**src/rtl/axil_reg_pkg.sv**
```systemverilog
`default_nettype none
// ============================================================================
//  Module      : axil_reg_pkg
//  Description : Shared types and constants for the AXI4-Lite register slave.
//                Response codes, the register word type and the encodings of
//                the independent write and read state machines.
//  Revision    : 1.0 - initial release
// ============================================================================
package axil_reg_pkg;

    localparam logic [1:0] RESP_OKAY   = 2'b00;
    localparam logic [1:0] RESP_SLVERR = 2'b10;

    typedef logic [31:0] reg_word_t;

    // Write FSM: collect AW and W (any order), then hold the B response.
    typedef enum logic [0:0] {
        W_CAPT = 1'b0,
        W_RESP = 1'b1
    } w_state_t;

    // Read FSM: accept AR, then hold the R response.
    typedef enum logic [0:0] {
        R_ADDR = 1'b0,
        R_DATA = 1'b1
    } r_state_t;

endpackage : axil_reg_pkg
`default_nettype wire

```
**src/rtl/axi4_lite_if.sv**
```systemverilog
`default_nettype none
// ============================================================================
//  Module      : axi4_lite_if
//  Description : AXI4-Lite bundle, 32-bit address and data, 4-bit write
//                strobe. Modport s is the slave (responder) view, modport m
//                the master view.
//  Revision    : 1.0 - initial release
// ============================================================================
interface axi4_lite_if;

    logic [31:0] awaddr;
    logic [2:0]  awprot;
    logic        awvalid;
    logic        awready;

    logic [31:0] wdata;
    logic [3:0]  wstrb;
    logic        wvalid;
    logic        wready;

    logic [1:0]  bresp;
    logic        bvalid;
    logic        bready;

    logic [31:0] araddr;
    logic [2:0]  arprot;
    logic        arvalid;
    logic        arready;

    logic [31:0] rdata;
    logic [1:0]  rresp;
    logic        rvalid;
    logic        rready;

    modport s (
        input  awaddr, awprot, awvalid, wdata, wstrb, wvalid, bready,
               araddr, arprot, arvalid, rready,
        output awready, wready, bresp, bvalid, arready, rdata, rresp, rvalid
    );

    modport m (
        output awaddr, awprot, awvalid, wdata, wstrb, wvalid, bready,
               araddr, arprot, arvalid, rready,
        input  awready, wready, bresp, bvalid, arready, rdata, rresp, rvalid
    );

endinterface : axi4_lite_if
`default_nettype wire

```
**src/rtl/axil_reg_slave.sv**
```systemverilog
`default_nettype none
// ============================================================================
//  Module      : axil_reg_slave
//  Description : AXI4-Lite responder backed by a bank of N_REGS 32-bit
//                registers. Each register is read-write control or, when its
//                RO_MASK bit is set, a read-only window onto status_i.
//                Write and read paths are independent state machines.
//  Ports       : aclk      - bus clock
//                areset    - asynchronous active-high reset
//                axi       - AXI4-Lite slave modport
//                ctrl_o    - current value of every RW register
//                status_i  - read-only values, sampled on the AR handshake
//                wr_stb_o  - one-cycle pulse the cycle after register i is
//                            written
//                rd_stb_o  - one-cycle pulse the cycle after the AR handshake
//                            on register i
//  Revision    : 1.0 - initial release
// ============================================================================
module axil_reg_slave
    import axil_reg_pkg::*;
#(
    parameter int               N_REGS   = 16,
    parameter int               LOCAL_AW = 12,
    parameter logic [N_REGS-1:0] RO_MASK = '0
) (
    input  logic                     aclk,
    input  logic                     areset,
    axi4_lite_if.s                   axi,
    output logic [N_REGS-1:0][31:0]  ctrl_o,
    input  logic [N_REGS-1:0][31:0]  status_i,
    output logic [N_REGS-1:0]        wr_stb_o,
    output logic [N_REGS-1:0]        rd_stb_o
);

    localparam int          IDX_W      = $clog2(N_REGS);
    localparam logic [31:0] LOCAL_MASK = (LOCAL_AW >= 32) ? 32'hFFFF_FFFF
                                                          : ((32'd1 << LOCAL_AW) - 32'd1);

    // Any set bit between the register index field and LOCAL_AW means the
    // access lands outside the bank; bits above LOCAL_AW are don't-care.
    function automatic logic addr_oor(input logic [31:0] a);
        return ((a & LOCAL_MASK) >> (2 + IDX_W)) != 32'd0;
    endfunction

    function automatic logic [IDX_W-1:0] idx_of(input logic [31:0] a);
        return a[2 +: IDX_W];
    endfunction

    // Protection bits carry no meaning for this register bank.
    logic prot_unused;
    assign prot_unused = ^{axi.awprot, axi.arprot};

    // ------------------------------------------------------------------------
    // Register state
    // ------------------------------------------------------------------------
    w_state_t                  w_state_q,  w_state_d;
    logic                      aw_done_q,  aw_done_d;
    logic                      w_done_q,   w_done_d;
    logic [31:0]               awaddr_q,   awaddr_d;
    reg_word_t                 wdata_q,    wdata_d;
    logic [3:0]                wstrb_q,    wstrb_d;
    logic                      bvalid_q,   bvalid_d;
    logic [1:0]                bresp_q,    bresp_d;
    logic [N_REGS-1:0]         wr_stb_q,   wr_stb_d;
    logic [N_REGS-1:0][31:0]   ctrl_q,     ctrl_d;

    r_state_t                  r_state_q,  r_state_d;
    logic                      rvalid_q,   rvalid_d;
    reg_word_t                 rdata_q,    rdata_d;
    logic [1:0]                rresp_q,    rresp_d;
    logic [N_REGS-1:0]         rd_stb_q,   rd_stb_d;

    // Readies depend only on registered state, never on a valid.
    logic awready_w, wready_w, arready_w;
    assign awready_w = (w_state_q == W_CAPT) && !aw_done_q;
    assign wready_w  = (w_state_q == W_CAPT) && !w_done_q;
    assign arready_w = (r_state_q == R_ADDR);

    // ------------------------------------------------------------------------
    // Write path
    // ------------------------------------------------------------------------
    always_comb begin
        w_state_d = w_state_q;
        aw_done_d = aw_done_q;
        w_done_d  = w_done_q;
        awaddr_d  = awaddr_q;
        wdata_d   = wdata_q;
        wstrb_d   = wstrb_q;
        bvalid_d  = bvalid_q;
        bresp_d   = bresp_q;
        wr_stb_d  = '0;
        ctrl_d    = ctrl_q;

        case (w_state_q)
            W_CAPT: begin
                if (axi.awvalid && awready_w) begin
                    aw_done_d = 1'b1;
                    awaddr_d  = axi.awaddr;
                end
                if (axi.wvalid && wready_w) begin
                    w_done_d = 1'b1;
                    wdata_d  = axi.wdata;
                    wstrb_d  = axi.wstrb;
                end
                // Commit on the same edge that completes the second channel,
                // using the just-captured values where applicable.
                if (aw_done_d && w_done_d) begin
                    aw_done_d = 1'b0;
                    w_done_d  = 1'b0;
                    bvalid_d  = 1'b1;
                    w_state_d = W_RESP;
                    if (addr_oor(awaddr_d) || RO_MASK[idx_of(awaddr_d)]) begin
                        bresp_d = RESP_SLVERR;
                    end else begin
                        bresp_d                     = RESP_OKAY;
                        wr_stb_d[idx_of(awaddr_d)]  = 1'b1;
                        for (int b = 0; b < 4; b++) begin
                            if (wstrb_d[b]) begin
                                ctrl_d[idx_of(awaddr_d)][8*b +: 8] = wdata_d[8*b +: 8];
                            end
                        end
                    end
                end
            end
            W_RESP: begin
                if (axi.bready) begin
                    bvalid_d  = 1'b0;
                    w_state_d = W_CAPT;
                end
            end
            default: w_state_d = W_CAPT;
        endcase
    end

    // ------------------------------------------------------------------------
    // Read path (sees ctrl_q, so a colliding write is not yet visible)
    // ------------------------------------------------------------------------
    always_comb begin
        r_state_d = r_state_q;
        rvalid_d  = rvalid_q;
        rdata_d   = rdata_q;
        rresp_d   = rresp_q;
        rd_stb_d  = '0;

        case (r_state_q)
            R_ADDR: begin
                if (axi.arvalid) begin
                    rvalid_d  = 1'b1;
                    r_state_d = R_DATA;
                    if (addr_oor(axi.araddr)) begin
                        rdata_d = '0;
                        rresp_d = RESP_SLVERR;
                    end else begin
                        rresp_d                    = RESP_OKAY;
                        rd_stb_d[idx_of(axi.araddr)] = 1'b1;
                        rdata_d = RO_MASK[idx_of(axi.araddr)] ? status_i[idx_of(axi.araddr)]
                                                              : ctrl_q[idx_of(axi.araddr)];
                    end
                end
            end
            R_DATA: begin
                if (axi.rready) begin
                    rvalid_d  = 1'b0;
                    r_state_d = R_ADDR;
                end
            end
            default: r_state_d = R_ADDR;
        endcase
    end

    // ------------------------------------------------------------------------
    // State registers
    // ------------------------------------------------------------------------
    always_ff @(posedge aclk or posedge areset) begin
        if (areset) begin
            w_state_q <= W_CAPT;
            aw_done_q <= 1'b0;
            w_done_q  <= 1'b0;
            awaddr_q  <= '0;
            wdata_q   <= '0;
            wstrb_q   <= '0;
            bvalid_q  <= 1'b0;
            bresp_q   <= RESP_OKAY;
            wr_stb_q  <= '0;
            ctrl_q    <= '0;
            r_state_q <= R_ADDR;
            rvalid_q  <= 1'b0;
            rdata_q   <= '0;
            rresp_q   <= RESP_OKAY;
            rd_stb_q  <= '0;
        end else begin
            w_state_q <= w_state_d;
            aw_done_q <= aw_done_d;
            w_done_q  <= w_done_d;
            awaddr_q  <= awaddr_d;
            wdata_q   <= wdata_d;
            wstrb_q   <= wstrb_d;
            bvalid_q  <= bvalid_d;
            bresp_q   <= bresp_d;
            wr_stb_q  <= wr_stb_d;
            ctrl_q    <= ctrl_d;
            r_state_q <= r_state_d;
            rvalid_q  <= rvalid_d;
            rdata_q   <= rdata_d;
            rresp_q   <= rresp_d;
            rd_stb_q  <= rd_stb_d;
        end
    end

    // ------------------------------------------------------------------------
    // Outputs
    // ------------------------------------------------------------------------
    assign axi.awready = awready_w;
    assign axi.wready  = wready_w;
    assign axi.bvalid  = bvalid_q;
    assign axi.bresp   = bresp_q;
    assign axi.arready = arready_w;
    assign axi.rvalid  = rvalid_q;
    assign axi.rdata   = rdata_q;
    assign axi.rresp   = rresp_q;

    assign ctrl_o   = ctrl_q;
    assign wr_stb_o = wr_stb_q;
    assign rd_stb_o = rd_stb_q;

endmodule : axil_reg_slave
`default_nettype wire

```
**src/flat_wrapper.sv**
```systemverilog
// flat-port wrapper written by rule: the top's interface ports become plain ports
module axil_reg_slave_flat import axil_reg_pkg::*;
#(
    parameter int               N_REGS   = 16,
    parameter int               LOCAL_AW = 12,
    parameter logic [N_REGS-1:0] RO_MASK = '0
)
  (aclk, areset, ctrl_o, status_i, wr_stb_o, rd_stb_o, axi_awaddr, axi_awprot, axi_awvalid, axi_wdata, axi_wstrb, axi_wvalid, axi_bready, axi_araddr, axi_arprot, axi_arvalid, axi_rready, axi_awready, axi_wready, axi_bresp, axi_bvalid, axi_arready, axi_rdata, axi_rresp, axi_rvalid);
  axi4_lite_if axi_i ();
  input  logic aclk;
  input  logic areset;
  output logic [N_REGS-1:0][31:0] ctrl_o;
  input  logic [N_REGS-1:0][31:0] status_i;
  output logic [N_REGS-1:0] wr_stb_o;
  output logic [N_REGS-1:0] rd_stb_o;
  input wire logic [$bits(axi_i.awaddr)-1:0] axi_awaddr;
  input wire logic [$bits(axi_i.awprot)-1:0] axi_awprot;
  input wire logic [$bits(axi_i.awvalid)-1:0] axi_awvalid;
  input wire logic [$bits(axi_i.wdata)-1:0] axi_wdata;
  input wire logic [$bits(axi_i.wstrb)-1:0] axi_wstrb;
  input wire logic [$bits(axi_i.wvalid)-1:0] axi_wvalid;
  input wire logic [$bits(axi_i.bready)-1:0] axi_bready;
  input wire logic [$bits(axi_i.araddr)-1:0] axi_araddr;
  input wire logic [$bits(axi_i.arprot)-1:0] axi_arprot;
  input wire logic [$bits(axi_i.arvalid)-1:0] axi_arvalid;
  input wire logic [$bits(axi_i.rready)-1:0] axi_rready;
  output wire logic [$bits(axi_i.awready)-1:0] axi_awready;
  output wire logic [$bits(axi_i.wready)-1:0] axi_wready;
  output wire logic [$bits(axi_i.bresp)-1:0] axi_bresp;
  output wire logic [$bits(axi_i.bvalid)-1:0] axi_bvalid;
  output wire logic [$bits(axi_i.arready)-1:0] axi_arready;
  output wire logic [$bits(axi_i.rdata)-1:0] axi_rdata;
  output wire logic [$bits(axi_i.rresp)-1:0] axi_rresp;
  output wire logic [$bits(axi_i.rvalid)-1:0] axi_rvalid;
  assign axi_i.awaddr = axi_awaddr;
  assign axi_i.awprot = axi_awprot;
  assign axi_i.awvalid = axi_awvalid;
  assign axi_i.wdata = axi_wdata;
  assign axi_i.wstrb = axi_wstrb;
  assign axi_i.wvalid = axi_wvalid;
  assign axi_i.bready = axi_bready;
  assign axi_i.araddr = axi_araddr;
  assign axi_i.arprot = axi_arprot;
  assign axi_i.arvalid = axi_arvalid;
  assign axi_i.rready = axi_rready;
  assign axi_awready = axi_i.awready;
  assign axi_wready = axi_i.wready;
  assign axi_bresp = axi_i.bresp;
  assign axi_bvalid = axi_i.bvalid;
  assign axi_arready = axi_i.arready;
  assign axi_rdata = axi_i.rdata;
  assign axi_rresp = axi_i.rresp;
  assign axi_rvalid = axi_i.rvalid;
  axil_reg_slave #(.N_REGS(N_REGS), .LOCAL_AW(LOCAL_AW), .RO_MASK(RO_MASK)) u_core (.aclk(aclk), .areset(areset), .axi(axi_i), .ctrl_o(ctrl_o), .status_i(status_i), .wr_stb_o(wr_stb_o), .rd_stb_o(rd_stb_o));
endmodule
```
**config.mk**
```make
export PLATFORM = sky130hd
export DESIGN_NAME = axil_reg_slave_flat
export DESIGN_NICKNAME = d
export VERILOG_FILES = /design/src/rtl/axil_reg_pkg.sv /design/src/rtl/axi4_lite_if.sv /design/src/rtl/axil_reg_slave.sv /design/src/flat_wrapper.sv
export SDC_FILE = /design/constraint.sdc
export NUM_CORES = 1
export LEC_CHECK = 0
export ABC_CLOCK_PERIOD_IN_PS = 35600
export CORE_AREA = 3 3 466 468
export CTS_BUF_LIST = sky130_fd_sc_hd__clkbuf_4
export DETAILED_ROUTE_END_ITERATION = 8
export DIE_AREA = 0 0 469 471
export HOLD_SLACK_MARGIN = 0.1
export SETUP_SLACK_MARGIN = 0.2
export SYNTH_ARGS = -nofsm -noshare
export SYNTH_HDL_FRONTEND = slang
export SYNTH_SLANG_ARGS = --single-unit
```
**constraint.sdc**
```tcl
create_clock -name aclk -period 35.6 [get_ports aclk]
set_clock_uncertainty 0.15 [all_clocks]
set_input_delay 7.12 -clock aclk [delete_from_list [all_inputs] [get_ports aclk]]
set_output_delay 7.12 -clock aclk [all_outputs]
set_load 0.02 [all_outputs]
```
# After elaboration in Yosys (flattened, before gate mapping)
# Memory sizes are Yosys's and may differ from the RTL's.
# Cells that the tools add are included.
[op_classes]
bitwise_logic = 3
order_cmp = 4
n_mux = 69
n_eq_ne = 4
reduce_logical = 17
[op_table]
columns = ["cell", "count"]
rows = [
  ["$mux 512", 13],
  ["$bwmux 512", 4],
  ["$demux 32 s4", 4],
  ["$bmux 32 s4", 2],
  ["$mux 32", 7],
  ["$mux 16", 7],
  ["$reduce_bool 32->1", 2],
  ["$mux 12", 2],
  ["$mux 24", 1],
  ["$mux 1", 18],
  ["$lt 4x5->1 const B", 2],
  ["$demux 1 s4", 2],
  ["$ge 4x1->1 const B", 2],
  ["$mux 4", 2],
  ["$mux 8", 1],
  ["$ne 2x2->1 const B", 4],
  ["$pmux 1 s2", 4],
  ["$reduce_and 2->1", 4],
  ["$logic_and 1x1->1", 7],
  ["$mux 2", 2],
  ["$not 1->1", 3],
  ["$reduce_and 3->1", 1],
  ["$logic_not 1->1", 2],
  ["$logic_or 1x1->1", 1],
]
[word_totals]
romBits = 32
output_inout_bits = 585
ff_bits = 632
n_memories = 2
[mem_list]
columns = ["memory", "words", "width", "read_ports", "rd_clocked_by_memory_dff", "write_ports", "line_no", "rtl"]
rows = [
  ["(no name shown)", 16, 1, 1, 0, 0, "axil_reg_slave.sv:112", "if (addr_oor(awaddr_d) || RO_MASK[idx_of(awaddr_d)]) begin"],
  ["(no name shown)", 16, 1, 1, 0, 0, "axil_reg_slave.sv:156", "rdata_d = RO_MASK[idx_of(axi.araddr)] ? status_i[idx_of(axi.araddr)]"],
]

# Longest topological paths before layout
[depth]
word_depth = 26
ltp_mapped = 9
ltp_nobuf = 4

# Worst setup path before layout
# No wires, ideal clock.
[synth_timing]
path_kind = "in2reg"
startpoint = "in axi_awaddr[6]"
endpoint = "reg u_core.ctrl_q (netlist bit u_core.ctrl_o[360])"
required_ns = 35.325
path_buffers = 2
cell_stages = 6
setup_ns = 0.125
arrival_ns = 9.133
slack_ns = 26.192
cell_sequence = "nor4_4 -> nand3_1 -> buf_4 -> buf_2 -> a2111oi_4 -> mux2_2"
[synth_between]
elab_chain_len = 6
[synth_rtl]
columns = ["element", "line_no", "rtl"]
rows = [
  ["start, declared", "flat_wrapper.sv:16", "input wire logic [$bits(axi_i.awaddr)-1:0] axi_awaddr;"],
  ["$mux 12", "axil_reg_slave.sv:96", "if (axi.awvalid && awready_w) begin"],
  ["$mux 12", "axil_reg_slave.sv:94", "case (w_state_q)"],
  ["$reduce_bool 32->1", "axil_reg_slave.sv:42", "return ((a & LOCAL_MASK) >> (2 + IDX_W)) != 32'd0;"],
  ["$logic_or 1x1->1", "axil_reg_slave.sv:112", ""],
  ["$not 1->1 (no source line)", "--", ""],
  ["$reduce_and 3->1 (no source line)", "--", ""],
  ["end signal, assigned", "axil_reg_slave.sv:201", "ctrl_q <= ctrl_d;"],
  ["end, declared", "axil_reg_slave.sv:65", "logic [N_REGS-1:0][31:0] ctrl_q, ctrl_d;"],
]
# No other way between the ends. The select of a mux whose other input is x is not followed.
# A chain may end at the register's enable or synchronous reset.

# Final worst setup path
[layout_timing]
startpoint = "reg u_core.w_state_q"
endpoint = "out axi_wready"
[layout_between]
elab_chain_len = 2
[layout_rtl]
columns = ["element", "line_no", "rtl"]
rows = [
  ["start, declared", "axil_reg_slave.sv:56", "w_state_t w_state_q, w_state_d;"],
  ["start signal, assigned", "axil_reg_slave.sv:192", "w_state_q <= w_state_d;"],
  ["$not 1->1 (no source line)", "--", ""],
  ["$logic_and 1x1->1", "axil_reg_slave.sv:76", "assign wready_w = (w_state_q == W_CAPT) && !w_done_q;"],
  ["end, declared", "flat_wrapper.sv:28", "output wire logic [$bits(axi_i.wready)-1:0] axi_wready;"],
]
# No other way between the ends.

==> metrics.txt <==
status finished, final reports clean; vias in the first global route 21.95k; Num CTS Buffers 185; largest area contributor in the netlist dfrtp_1; fin util 19.75%; die area 220900 um2; synth cell count leaders dfrtp_1 (630), mux2_2 (525), mux4_2 (128), clkbuf_1 (81), nand2_1 (78); CP required 28.33 ns; Post-synth ARST share 100.0%; Synth top area share 53.46%; Ports 1210; antenna-violating nets left 0; RSZ-0062 raised after global routing false; Synth Cell Area 29490 um2; sequential power share 37.9%; Worst-path clk slew 0.06 ns; Avg WL per Cell 24.70 um; f_max 100.8 MHz; Fin. Hold Viols 0; vias 20.71k; cts repair resizes 0; Cell Int Power 1.464 mW; setup bufs post-CTS 0; global-route usage over all layers 12.36%; Starting Density 13.78%; H-tree levels 4; hold slack 0.3330 ns; Die X 469 um; Final min period 9.919 ns; TNS Setup 0 ns; final setup fails 0; Hold WC Path Type flop to flop; P&R area growth vs syn 43.30%; Rows 170; drt initial violations 1267; Pleak 17.51 nW; Distinct cells, synth 49; Tcrit/Tclk final 27.86%; pwr dens 56.14 nW/um2; leading post-synthesis cells by cell area dfrtp_1 (53%), mux2_2 (20%), mux4_2 (9.8%); maximum vdd drop 41.75 uV; power share of the combinational group 31.6%; final net count 3250; crit path max fanout 10; P_sw 908.0 uW; Clock Path Buffers 3; drt drc 0; switch share 38.28%; Worst Setup Path Type flop to primary output; largest net degree at the start of global routing 152; Clock power frac 30.6%; HPWL after DPL 99140 um; post-synthesis register bit count 630; synth warn 0; Initial DRT Pass Iterations 6; Routed WL 139000 um; Worst Setup End Kind primary output; Die Y 471 um; cells after synthesis 1821; share of cells above drive strength 1 41.92%; worst skew pair latency 1.23 ns; Worst Path Arrival 2.65 ns; max-cap violation count 0; number of max-slew violations in the final report 0; flop-to-flop setup slack 31.63 ns; slew at the pin closest to its max-slew limit 1.114 ns; Seq/Total Area, Yosys 53.46%; first-pass GRT wire length 187700 um; total gr overflow 0; Slew Limit Headroom 25.74%; cts hold-fix bufs 0; dominant cell by count in the synthesized netlist dfrtp_1; prevailing post-synth register cell dfrtp_1; number of synthesized flops with an enable pin 0; CTS tree built; Syn Area/Cell 16.19 um2; initial antenna violation count 28; vias per cell 3.681; Startpoint Class flop; GP Congestion 0.7812; clock sinks 630; Core Footprint 214000 um2; CTS root buffer clkbuf_4; PortBufs 645
[final timing paths]
check | startpoint | to | cells past startpoint
max | u_core.w_state_q | axi_wready | 2
min | u_core.axi.bvalid | u_core.axi.bvalid | 2
max reg2reg | u_core.w_state_q | u_core.ctrl_o[397] | 7
min reg2reg | u_core.axi.bvalid | u_core.axi.bvalid | 2
max in group asynchronous | areset | u_core.ctrl_o[8] | 4
min in group asynchronous | areset | u_core.ctrl_o[251] | 2
[metrics by stage]
step | worst slack (ns) | std cells | cell area, um2 | power (mW)
final | 25.68 | 5626 | 42260 | 2.372
after global routing | 25.46 | 5615 | 42230 | 2.508
after CTS | 25.36 | 5610 | 42220 | 2.428
after detailed placement | 24.37 | 5276 | 39770 | 1.669
after global placement | 24.38 | 5276 | 39770 | 1.657
after floorplan | 10.68 | 1822 | 29490 | 1.338
[state kept, by name, summed over array words and instances (netlist names), 4 cells and up]
register,count
u_core.ctrl_o,512
u_core.axi.rdata,32
u_core.wdata_q,32
u_core.rd_stb_o,16
u_core.wr_stb_o,16
u_core.awaddr_q,10
u_core.wstrb_q,4
[critical path, stage by stage, from the launching register on]
cell and delay, ns:
dfrtp_1 0.50, nor2_1 0.27, clkdlybuf4s50_1 0.65
[placed cells by master, fill, tap and decap left out, types with 3 or more instances in the layout]
cell type        count
mux2_1               4
clkinv_1            31
dfrtp_1            630
mux2i_4              6
buf_4               94
clkinv_2            11
and2_1               4
a2111oi_4           64
mux2i_1             69
nand3_1             13
clkinv_8             4
a21oi_1              8
inv_1                9
nor4_1               5
nand2_1             76
nor3_1               8
mux2_4              18
mux4_2             128
o21ai_0              3
inv_8                3
mux2_2             525
nor2b_1              8
nand4_1              6
a21o_1               4
nor4b_1              6
nor4bb_1             6
nor2_1              28
diode_2             16
o221ai_1            32
nand4_2              6
clkbuf_4           277
clkdlybuf4s50_1    642
nand4b_1             5
[logic make-up (layout without fill, tap and decap cells)]
kind of cell,after synthesis,in the layout,synth area share [%]
other,1,18,0.01272
buffers and inverters,135,1085,2.143
flip-flops,630,630,53.46
AO/OA/AOI/OAI,117,117,7.366
AND/OR/NAND/NOR,187,187,3.437
multiplexers,751,751,33.58
[layout make-up]
cell class                      count  area (um2)
Tap cell                         2838        3551
Sequential cell                   630       15770
Clock inverter                     57       366.6
Fill cell                       23160      171700
Clock buffer                      277        2079
Timing Repair Buffer              741        7209
Multi-Input combinational cell   1057       13200
Inverter                           10       45.04
Antenna cell                       16       40.04
[power groups by stage]
| stage | registers, mW | clock network [mW] | logic [mW] |
|---|---|---|---|
| global placement | 0.905 | 0 | 0.752 |
| finish | 0.898 | 0.725 | 0.749 |
| floorplan | 0.969 | 0 | 0.369 |
| detailed placement | 0.910 | 0 | 0.759 |
| CTS | 0.898 | 0.769 | 0.761 |
| global route | 0.911 | 0.805 | 0.791 |
[routing by layer]
layer  GRT usage, %  vias to the layer above  share of wire [%]  routed length (um)
met5              0                        -              0.042                  58
met4          6.642                        8                5.5                7603
met3          3.208                      274                5.9                8138
met2          21.27                      809                 50               69210
met1          13.88                    10850                 39               53970
li1               -                     8766                  -                   -
(Power assumes the default switching activity.)
